===== src/rtl/pulse_meter.sv =====
`default_nettype none
// ============================================================================
//  Module   : pulse_meter
//  Purpose  : Pulse-train receiver. Synchronizes an asynchronous input and
//             measures each complete pulse: high time and rising-to-rising
//             period in clock cycles. Also counts rising edges, flags closely
//             spaced pulses (bursts) and keeps a sticky counter-saturation flag.
//  Revision : 1.0 - initial release
// ----------------------------------------------------------------------------
//  Ports
//    clock       in   single clock, rising edge active
//    reset_n     in   asynchronous active-low reset (deassertion synchronized)
//    signal      in   asynchronous pulse input under measurement
//    on          in   measurement enable; low forces IDLE
//    valid       out  one-cycle strobe: high_len/period_len updated
//    high_len    out  high time of last complete pulse [WIDTH]
//    period_len  out  rising-to-rising period of last pulse [WIDTH+1]
//    pulse_count out  rising edges seen while enabled, wraps [WIDTH]
//    burst       out  one-cycle strobe with valid when low time <= GAP_MAX
//    overflow    out  sticky: a high or low counter saturated
// ============================================================================
module pulse_meter #(
    parameter int WIDTH   = 8,
    parameter int GAP_MAX = 4
) (
    input  logic             clock,
    input  logic             reset_n,
    input  logic             signal,
    input  logic             on,
    output logic             valid,
    output logic [WIDTH-1:0] high_len,
    output logic [WIDTH:0]   period_len,
    output logic [WIDTH-1:0] pulse_count,
    output logic             burst,
    output logic             overflow
);

    localparam logic [WIDTH-1:0] c_cnt_max = '1;
    localparam logic [WIDTH-1:0] c_one     = WIDTH'(1);
    localparam logic [31:0]      c_gap_max = 32'(GAP_MAX);

    typedef enum logic [1:0] {
        S_IDLE = 2'd0,
        S_HIGH = 2'd1,
        S_LOW  = 2'd2
    } state_t;

    // Reset asserts asynchronously but releases on a clock edge, so no flop
    // leaves reset in the middle of a setup window.
    logic [1:0] r_rst_sync;
    logic       w_rst_n;

    always_ff @(posedge clock or negedge reset_n) begin
        if (!reset_n) begin
            r_rst_sync <= 2'b00;
        end else begin
            r_rst_sync <= {r_rst_sync[0], 1'b1};
        end
    end

    assign w_rst_n = r_rst_sync[1];

    // r_sync[1] is the synchronized level, r_sync[2] its one-cycle delay.
    logic [2:0] r_sync;
    logic       w_sig_s;
    logic       w_sig_d;
    logic       w_rise;
    logic       w_fall;

    always_ff @(posedge clock or negedge w_rst_n) begin
        if (!w_rst_n) begin
            r_sync <= 3'b000;
        end else begin
            r_sync <= {r_sync[1:0], signal};
        end
    end

    assign w_sig_s = r_sync[1];
    assign w_sig_d = r_sync[2];
    assign w_rise  = w_sig_s & ~w_sig_d;
    assign w_fall  = ~w_sig_s & w_sig_d;

    state_t           r_state;
    logic [WIDTH-1:0] r_high_cnt;
    logic [WIDTH-1:0] r_low_cnt;
    logic [WIDTH-1:0] w_high_inc;
    logic [WIDTH-1:0] w_low_inc;
    logic [WIDTH:0]   w_period;
    logic [31:0]      w_low_ext;
    logic             w_burst_hit;

    // Saturating increments: counters park at all-ones. Reaching all-ones
    // means the reported value can no longer be trusted, hence overflow.
    assign w_high_inc  = (r_high_cnt == c_cnt_max) ? r_high_cnt : r_high_cnt + c_one;
    assign w_low_inc   = (r_low_cnt  == c_cnt_max) ? r_low_cnt  : r_low_cnt  + c_one;
    assign w_period    = {1'b0, r_high_cnt} + {1'b0, r_low_cnt};
    assign w_low_ext   = 32'(r_low_cnt);
    assign w_burst_hit = (w_low_ext <= c_gap_max);

    always_ff @(posedge clock or negedge w_rst_n) begin
        if (!w_rst_n) begin
            r_state     <= S_IDLE;
            r_high_cnt  <= '0;
            r_low_cnt   <= '0;
            valid       <= 1'b0;
            burst       <= 1'b0;
            high_len    <= '0;
            period_len  <= '0;
            pulse_count <= '0;
            overflow    <= 1'b0;
        end else begin
            valid <= 1'b0;
            burst <= 1'b0;
            if (!on) begin
                // Disable abandons any partial measurement; results hold.
                r_state    <= S_IDLE;
                r_high_cnt <= '0;
                r_low_cnt  <= '0;
            end else begin
                case (r_state)
                    S_IDLE: begin
                        r_high_cnt <= '0;
                        r_low_cnt  <= '0;
                        // Only a fresh edge starts a measurement, so a level
                        // already high on entry is ignored until it cycles.
                        if (w_rise) begin
                            r_state     <= S_HIGH;
                            r_high_cnt  <= c_one;
                            pulse_count <= pulse_count + c_one;
                        end
                    end
                    S_HIGH: begin
                        if (w_fall) begin
                            r_state   <= S_LOW;
                            r_low_cnt <= c_one;
                        end else if (w_sig_s) begin
                            r_high_cnt <= w_high_inc;
                            if (w_high_inc == c_cnt_max) begin
                                overflow <= 1'b1;
                            end
                        end
                    end
                    S_LOW: begin
                        if (w_rise) begin
                            high_len    <= r_high_cnt;
                            period_len  <= w_period;
                            valid       <= 1'b1;
                            burst       <= w_burst_hit;
                            pulse_count <= pulse_count + c_one;
                            r_state     <= S_HIGH;
                            r_high_cnt  <= c_one;
                            r_low_cnt   <= '0;
                        end else if (!w_sig_s) begin
                            r_low_cnt <= w_low_inc;
                            if (w_low_inc == c_cnt_max) begin
                                overflow <= 1'b1;
                            end
                        end
                    end
                    default: begin
                        r_state <= S_IDLE;
                    end
                endcase
            end
        end
    end

endmodule
`default_nettype wire


===== config.mk =====
export PLATFORM = sky130hd
export DESIGN_NAME = pulse_meter
export DESIGN_NICKNAME = d
export VERILOG_FILES = /design/src/rtl/pulse_meter.sv
export SDC_FILE = /design/constraint.sdc
export NUM_CORES = 1
export LEC_CHECK = 0
export CAP_MARGIN = 5
export CORE_MARGIN = 1.5
export CORE_UTILIZATION = 30
export CTS_CLUSTER_SIZE = 30
export DETAILED_ROUTE_END_ITERATION = 8
export PLACE_DENSITY = 0.46
export SYNTH_ARGS = -nofsm -noshare
export SYNTH_HDL_FRONTEND = slang
export SYNTH_SLANG_ARGS = --single-unit

===== constraint.sdc =====
create_clock -name clock -period 4.4 [get_ports clock]
set_input_delay 0.88 -clock clock [delete_from_list [all_inputs] [get_ports clock]]
set_output_delay 0.88 -clock clock [all_outputs]
set_load 0.05 [all_outputs]

## After elaboration in Yosys (flattened, before gate mapping)

Cells that the tools add are included.

- Word-level logic and storage cells: 78
- Register bits: 51

- $lt $le $gt $ge: 1
- Reduce and logical (&&, ||, !) cells: 9
- Equal/unequal tests: 19
- Multiplexer cells: 30
- Bitwise gates (word level): 4
- Add/subtract/negate cells: 4

Operators with widths:

| cell | number |
|---|---|
| two-way mux 8 bit | 10 |
| one-hot mux 8 bit (3 select lines) | 2 |
| equality test 8 bit (second input constant) | 4 |
| adder 8 x 1 -> 8 bit (second input constant) | 3 |
| two-way mux 1 bit | 13 |
| inequality test 2 bit (second input constant) | 6 |
| inequality test 3 bit (second input constant) | 4 |
| adder 8 x 8 -> 9 bit | 1 |
| AND reduction 3 bit | 3 |
| <= comparator 8 x 3 -> 1 bit (second input constant) | 1 |
| AND reduction 8 bit | 1 |
| two-way mux 2 bit | 3 |
| inequality test 4 x 1 -> 1 bit (second input constant) | 1 |
| inequality test 4 bit (second input constant) | 1 |
| one-hot mux 2 bit (2 select lines) | 1 |
| AND reduction 4 bit | 1 |
| inequality test 3 x 2 -> 1 bit (second input constant) | 1 |
| AND 1 bit | 2 |
| equality test 2 x 1 -> 1 bit (second input constant) | 1 |
| equality test 2 bit (second input constant) | 1 |
| logical NOT 2 bit | 1 |
| inverter 1 bit | 2 |
| one-hot mux 1 bit (2 select lines) | 1 |
| AND reduction 2 bit | 1 |
| 2 further kinds | 2 |

## Longest topological paths before layout

Gate-level depths: netlist of the first run.

- Depth after elaboration: 7
- Depth in mapped cells: 9

## Worst setup path before layout of the first run

OpenSTA, ideal clock, no wires.

- Kind: register -> register
- From: register r_state[0]
- To: register r_high_cnt[4]
- Stages on the path, launching flop included: 9
- Path slack: 2495 ps
- Arrival: 1832 ps
- Library setup time: 73 ps
- Buffers on the path: 1
- Path through: dfrtp_1 > inv_1 > ha_1 > clkbuf_1 > nor2_1 > o31a_4 > nor2_8 > a41oi_2 > a21oi_2

- Word-level cells in the longest chain between the ends: 3
- Elaborated cells on any way between the ends: 10
- Those cells by class: eq/ne: 6; mux: 2; reduce/logical: 2

RTL lines:

| what | line | text |
|---|---|---|
| start: declaration | 83 | `state_t r_state;` |
| start signal: assignment | 102 | `r_state <= S_IDLE;` |
| start signal: assignment | 116 | `r_state <= S_IDLE;` |
| start signal: assignment | 127 | `r_state <= S_HIGH;` |
| equality test 2 bit, or another cell as far along | 120 | `case (r_state)` |
| inequality test 4 x 1 -> 1 bit (no source line), or another cell as far along | n/a |  |
| AND reduction 4 bit (no source line) / two-way mux 8 bit (equally long branches) | n/a |  |
| end signal: assignment | 128 | `r_high_cnt <= c_one;` |
| end signal: assignment | 137 | `r_high_cnt <= w_high_inc;` |
| end signal: assignment | 151 | `r_high_cnt <= c_one;` |
| end: declaration | 84 | `logic [WIDTH-1:0] r_high_cnt;` |

Parallel ways exist; a longest one is shown, timed or not.
A chain may end at the register's enable or synchronous reset.

## Worst setup path after layout of the first run

- From: input on
- To: register burst

- Word-level cells in the longest chain between the ends: 1

RTL lines:

| what | line | text |
|---|---|---|
| start: declaration | 29 | `input logic on,` |
| two-way mux 1 bit | 114 | `if (!on) begin` |
| end signal: assignment | 148 | `burst <= w_burst_hit;` |
| end: declaration | 34 | `output logic burst,` |

Every way passes these cells.

==> impl_metrics.yaml, run 1 <==
drt:
  wl_per_cell_microns: 13.9
  drt_wl_total_microns: 6720
  via_per_inst: 4.87
  antenna_left: 0
  drtPass1Iterations: 4
  num_vias: 2347
  first_iter_violations: 82
  route.detailed.drc: 0
logic_synthesis:
  synth_area_sq_um: 2990
  synth-edff-count: 0
  yosysTopAreaCell: "dfrtp_1"
  yosysSeqAreaShare: 0.427
  syn-instance-count: 322
  yosysMostFrequentCell: "dfrtp_1"
  synth_flop_cell: "dfrtp_1"
  syn_nets: 343
  avgSynthCellArea_sq_um: 9.28
  yosysTopAreaCellShare: 0.427
  synth_commonest_cells: "dfrtp_1 (51), nand2_1 (50), o21ai_0 (28)"
  synth_area_leaders: "dfrtp_1 (43%), ha_1 (6.7%), nand2_1 (6.3%), o21ai_0 (4.7%), a21oi_1 (3.0%)"
  yosysUniqueCellTypes: 60
  ys_ff_latch: 51
  synthArstFlopShare: 1.00
  synth_warnings: 0
cts:
  cts_sinks: 51
  ctsHoldBuffers: 0
  cts_resized: 0
  cts_tree: "yes"
  post_cts_buffers: 0
  clk_latency_ns: 0.31
  cts-buffers-inserted: 5
  clock_path_buffers: 2
  clk_pin_slew_ns: 0.09
  htree_levels: 2
  cts-root-buf: "clkbuf_8"
setup_path:
  path_cells: "clkdlybuf4s50_1, nand3_2, buf_4, or4_1, nor4_2"
  crit_type: "primary input to register"
  slowest_stage: "clkdlybuf4s50_1"
  rr_worst_depth: 7
  cp-start-kind: "primary input"
  required_ns: 4.63
  critical_path.endpoint_type: "register"
  crit_fanout: 26
  critPathMaxStageDelay_ns: 0.82
  crit_arrival_ns: 2.70
placement:
  dp_hpwl_microns: 4760
  placedCellCount: 474
  gp_congestion: 0.844
  io_buffer_count: 31
timing:
  fin_crit_ns: 2.47
  hold_viol_final: 0
  rsz0062_at_grt: "no"
  min_period_over_period: 0.562
  skew_ns: 0.00776
  max_freq_mhz: 405
  setup_viol: 0
  finalSetupTns_ns: 0
  worst_pin_slew_ns: 0.633
  slew-limit-headroom: 0.578
  drv_slew: 0
cells_and_area:
  stdcell_count: 482
  synthToLayoutAreaGrowth_pct: 16.9
  multi_input_area_sq_um: 1590
  fin_nets: 369
  fillers: 1026
  utilization: 0.359
  drive_above_1_share: 0.0802
  antenna_cells: 0
  seq_area_sq_um: 1280
power_and_ir_drop:
  p_leak_nw: 1.47
  ir_drop_v: 0.000142
  cellPowerDensity_nw_per_um2: 313
global_routing:
  grt_usage: 0.141
  overflow: 0
  grt_start_max_net_pins: 50
  grt_pass1_vias: 2292
  antenna_found_initial: 0
  grt_first_pass_wirelength_microns: 11600
die:
  start_util: 0.307
  die_h_microns: 103
  core_area_sq_um: 9730
  rows: 36
  io_pins: 32
  die-width_microns: 103
  die_area_sq_um: 10600
outcome:
  outcome: "finished, final reports clean"
hold_path:
  min_path_type: "register to asynchronous set/reset pin"
job:
  drv_cap: 0
==> critical path: cells and delay by family <==
family	cells	cell delay, ns
buf+inv	2	1.06
simple gates	3	0.75
==> final timing paths <==
path / from / endpoint / slack [ns]
worst min-delay path: r_rst_sync[1] / pulse_count[0] / 0.36
max in group asynchronous: reset_n / r_rst_sync[1] / 3.55
worst min register to register: r_rst_sync[1] / pulse_count[0] / 0.36
min in group clock: r_sync[0] / r_sync[1] / 0.36
worst max register to register: r_high_cnt[0] / overflow / 2.08
worst max-delay path: on / burst / 1.93
==> report_power, final <==
| part | total (mW) | internal (mW) | switching (mW) |
|---|---|---|---|
| clock | 0.277 | 0.112 | 0.165 |
| sequential | 0.542 | 0.503 | 0.0391 |
| combinational | 0.273 | 0.0952 | 0.178 |
| total | 1.09 | 0.710 | 0.382 |
==> metrics by stage <==
stage               cell area (sq um)  worst slack (ns)  hold slack, ns  power [mW]
CTS                              3490              1.90           0.366        1.11
finish                           3490              1.93           0.356        1.09
global route                     3490              1.81           0.372        1.16
global placement                 3410              1.61           0.335       0.827
detailed placement               3410              1.57           0.343       0.831
floorplan                        2990              2.49           0.331       0.735
==> cell type report <==
class | count | area share
Multi-Input combinational cell | 243 | 0.454
Tap cell | 133 | 0.0476
Clock buffer | 6 | 0.0208
Clock inverter | 2 | 0.00358
Inverter | 14 | 0.0150
Sequential cell | 51 | 0.366
Timing Repair Buffer | 33 | 0.0931
==> layout by cell type, fill, tap and decap left out, drive strengths merged, types with 2 or more instances in the layout <==
| cell | instances |
|---|---|
| a22o | 4 |
| clkdlybuf4s50 | 31 |
| o31ai | 3 |
| a41oi | 2 |
| nor2 | 20 |
| clkbuf | 6 |
| nor2b | 4 |
| xor2 | 6 |
| a21o | 2 |
| nor3b | 2 |
| nor4 | 2 |
| or2 | 3 |
| nor3 | 3 |
| ha | 16 |
| xnor2 | 8 |
| a31oi | 7 |
| inv | 14 |
| buf | 2 |
| and3 | 6 |
| nand2 | 50 |
| a21oi | 19 |
| nand4 | 5 |
| and2b | 3 |
| nand3 | 17 |
| o21ai | 31 |
| dfrtp | 51 |
| o21a | 3 |
| o22a | 3 |
| o22ai | 2 |
| nand2b | 4 |
| a32o | 3 |
==> sequential cells by signal, indices dropped and copies added (netlist names) <==
register,flops
burst,1
high_len,8
overflow,1
period_len,9
pulse_count,8
r_high_cnt,8
r_low_cnt,8
r_rst_sync,2
r_state,2
r_sync,3
valid,1
==> per-layer routing <==
metal / wire [microns] / track usage
met3: 235 / 0.0285
met4: 75 / 0.0416
met5: 0 / 0
met2: 2980 / 0.211
met1: 3430 / 0.206
==> cell families (layout without fill, tap and decap cells) <==
kind of cell,count (synthesis),in the layout,share of synthesized area
adder cells (fa/ha/maj),17,17,0.0737
other,1,1,0.00126
AO/OA/AOI/OAI,86,86,0.195
buffers and inverters,28,55,0.0419
multiplexers,1,1,0.00377
XOR/XNOR,14,14,0.0410
flip-flops,51,51,0.427
AND/OR/NAND/NOR,124,124,0.216
No activity file was read; power rests on OpenSTA's default activity.
==> run 2: changes to the inputs <==
==> constraint.sdc (replaced) <==
create_clock -name clock -period 2.4 [get_ports clock]
set_input_delay 0.48 -clock clock [delete_from_list [all_inputs] [get_ports clock]]
set_output_delay 0.48 -clock clock [all_outputs]
set_load 0.05 [all_outputs]
==> impl_metrics.yaml, run 2 (synthesis results as in run 1) <==
outcome:
  outcome: "finished, final reports clean"
timing:
  skew_ns: 0.00546
  max_freq_mhz: 465
  hold_ws_ns: 0.322
  fin_ws_ns: 0.248
  fin_crit_ns: 2.15
  worst_pin_slew_ns: 0.635
  min_period_over_period: 0.897
  rsz0062_at_grt: "no"
  drv_slew: 0
  hold_viol_final: 0
  setup_viol: 0
  finalSetupTns_ns: 0
  slew-limit-headroom: 0.577
setup_path:
  crit_arrival_ns: 2.39
  crit_type: "register to register"
  critical_path.endpoint_type: "register"
  crit_fanout: 9
  cp-start-kind: "register"
  required_ns: 2.63
global_routing:
  busiest_layer: "met2"
  grt_util_met2: 0.217
  overflow: 0
  grt_first_pass_wirelength_microns: 11100
  grt_pass1_vias: 2225
  grt_use_met3: 0.0224
  grt_start_max_net_pins: 50
  grt_usage: 0.136
  antenna_found_initial: 0
  grtUsageMet1: 0.192
cells_and_area:
  antenna_cells: 0
  synthToLayoutAreaGrowth_pct: 20.4
  largest_reg_flops: 9
  largest-register: "period_len"
  utilization: 0.370
  fin_nets: 376
  seq_area_sq_um: 1280
  drive_above_1_share: 0.101
  final_cell_mix: "nand2_1 (50), dfrtp_1 (50), clkdlybuf4s50_1 (31)"
  multi_input_area_sq_um: 1590
  fillers: 1023
placement:
  place_ws_ns: 0.190
  dp_hpwl_microns: 4900
  io_buffer_count: 31
  gp_congestion: 0.815
job:
  drv_cap: 0
cts:
  cts_tree: "yes"
  clk_latency_ns: 0.31
  cts-buffers-inserted: 5
  post_cts_buffers: 0
  htree_levels: 2
  clock_path_buffers: 2
  cts-root-buf: "clkbuf_8"
  cts_sinks: 51
  clk_pin_slew_ns: 0.10
die:
  start_util: 0.307
  io_pins: 32
  die_area_sq_um: 10600
  die-width_microns: 103
  core_area_sq_um: 9730
  rows: 36
  die_h_microns: 103
drt:
  num_vias: 2412
  via_per_inst: 4.93
  drtPass1Iterations: 4
  drt_wl_total_microns: 6820
  first_iter_violations: 76
  antenna_left: 0
  wl_per_cell_microns: 13.9
  route.detailed.drc: 0
power_and_ir_drop:
  p_leak_nw: 1.53
  ir_drop_v: 0.000271
  cellPowerDensity_nw_per_um2: 617
hold_path:
  min_path_type: "primary input to asynchronous set/reset pin"
==> run 2: cell count changes in the layout (fill, tap and decap cells not counted) <==
cell and change:
clkinv_2 -1, ha_1 -1, bufinv_16 +2, buf_4 +7, clkinvlp_4 -1, ha_2 +1
==> run 2: metal layers <==
metal	up-vias	part of all wire
met3	7	0.042
li1	1200	-
met2	50	0.45
met1	1155	0.50
met4	0	0.010
met5	-	0
==> run 2: final cells by class <==
type	instances	share of cell area
sequential	51	0.355
inverter	14	0.0146
multi-input combinational	243	0.442
tap	133	0.0463
clock inverter	2	0.0167
timing repair buffer	40	0.105
clock buffer	6	0.0202
==> run 2: timing repair <==
action                                  CTS  global route
endpoints found under the hold margin     0             0
endpoints found under the setup margin    0             1
gates resized for setup                   0             1
hold buffers                              0             0
==> run 2: path summary, 6_finish.rpt <==
kind | slack [ns] | start | cells past startpoint | end
worst max register to register | 0.25 | r_high_cnt[0] | 9 | period_len[8]
worst min register to register | 0.36 | r_rst_sync[1] | 1 | pulse_count[0]
max in group asynchronous | 1.59 | r_rst_sync[1] | 1 | r_high_cnt[0]
worst max-delay path | 0.25 | r_high_cnt[0] | 9 | period_len[8]
worst min-delay path | 0.32 | reset_n | 1 | r_rst_sync[0]
min in group clock | 0.36 | r_sync[0] | 0 | r_sync[1]
==> run 2: power by group <==
part | total (mW) | internal, mW | switching [mW]
sequential | 0.992 | 0.922 | 0.0695
clock | 0.722 | 0.417 | 0.305
combinational | 0.504 | 0.177 | 0.327
total | 2.22 | 1.52 | 0.702
==> run 2: critical path, cell delays in order, from the launching register on <==
cell	delay, ns
dfrtp_1	0.56
ha_1	0.23
inv_1	0.06
fa_1	0.39
nor2b_1	0.13
o21a_1	0.13
o21ai_0	0.10
a21oi_1	0.20
o21ai_0	0.11
a31oi_1	0.17
==> run 2: through the flow <==
step	instances	cell area, sq um	power, mW
global route	489	3600	2.33
global placement	481	3460	1.52
floorplan	322	2990	1.35
CTS	489	3590	2.26
detailed placement	481	3460	1.52
finish	489	3600	2.22
==> variant, RTL diff (config.mk and constraints of run 2) <==
Change the parameter `WIDTH` from 8 to 6.
--- a/src/rtl/pulse_meter.sv
+++ b/src/rtl/pulse_meter.sv
@@ -22,3 +22,3 @@
 module pulse_meter #(
-    parameter int WIDTH   = 8,
+    parameter int WIDTH   = 6,
     parameter int GAP_MAX = 4
Interface: changed (resized high_len, period_len and pulse_count); port bits go from 32 to 26. No check against the original RTL was run, so the function may have changed too.
==> variant against run 2 <==
Global-route usage shrank 0.71 points; setup slack better by 0.13 ns; area after synthesis down 22%; sequential cell count decreased by 10; maximum frequency increased by 6.4%; sequential share of layout area is 1.7 points higher; wire length down 27%; first-iteration DRC count rose by 51%; clock skew increased by 0.0017 ns; design area is 23% lower; clock power decreased by 38%; power fell by 24%; via count down 24%; critical endpoint is now pulse_count[3]; highest routed layer unchanged.
==> variant: results (changes against run 2) <==
Switching share of power -> 34.7% (+3.0 points)
Reg-to-reg startpoint -> r_state[0]
First-pass GRT wire length -> 8600 um (-23%)
Max reg flops -> 7 (-2)
Clk slew on worst S/H paths -> 0.08 ns (-0.02 ns)
Vias in the first global route -> 1763 (-21%)
DR WL met3 -> 149 um (-47%)
Outcome -> completed
Initial DRC count -> 115 (+51%)
Nets@finish -> 296 (-21%)
Seq/Total Area, Yosys -> 44.0% (+1.3 points)
Wire length on met2 -> 2200 um (-28%)
Critical Path Max Stage Delay -> 0.83 ns (+0.27 ns)
GP Congestion -> 0.767 (-5.9%)
Non-Filler Instances -> 377 (-23%)
Pleak -> 0.00119 uW (-22%)
Crit path max fanout -> 4 (-5)
GRT Total Usage -> 12.9% (-0.71 points)
Synth unique cells -> 57 (-5.0%)
HPWL Detailed -> 3520 um (-28%)
Metal-1 WL -> 2560 um (-25%)
Layout cell share with drive strength beyond 1 -> 7.91% (-2.2 points)
CP max stage cell -> clkdlybuf4s50_1
Worst Skew -> 0.00716 ns (+0.00171 ns)
PortBufs -> 25 (-19%)
Post-DP Area -> 2680 um2 (-23%)
[variant: final timing paths]
check,depth (start not counted),end
setup reg to reg,7,r_high_cnt[1]
hold / removal,1,r_rst_sync[1]
hold reg to reg,0,r_sync[1]
setup / recovery,1,pulse_count[3]
min in group clock,0,r_sync[1]
max in group asynchronous,0,r_state[0]
[variant: logic make-up after synthesis]
group           count (synthesis)  synth area share [%]
buf+inv                        24                  4.46
compound gates                 65                  17.6
simple gates                   93                  20.7
mux                             2                 0.913
other cells                     1                 0.161
fa+ha+maj                      15                  8.38
flops                          41                  44.0
xor+xnor                       10                  3.76
[variant: final cells by class]
cell class	instances	area, um2
Fill cell	777	4610
Multi-Input combinational cell	186	1200
Sequential cell	41	1030
Timing Repair Buffer	28	273
Tap cell	99	124
Clock buffer	6	72.6
Inverter	15	56.3
Clock inverter	2	10.0
[variant: power by group through the flow]
stage	combinational [uW]	sequential [uW]	clock, uW
finish	411	816	451
global route	438	832	497
CTS	414	819	468
detailed placement	413	831	0
global placement	412	834	0
floorplan	120	981	0
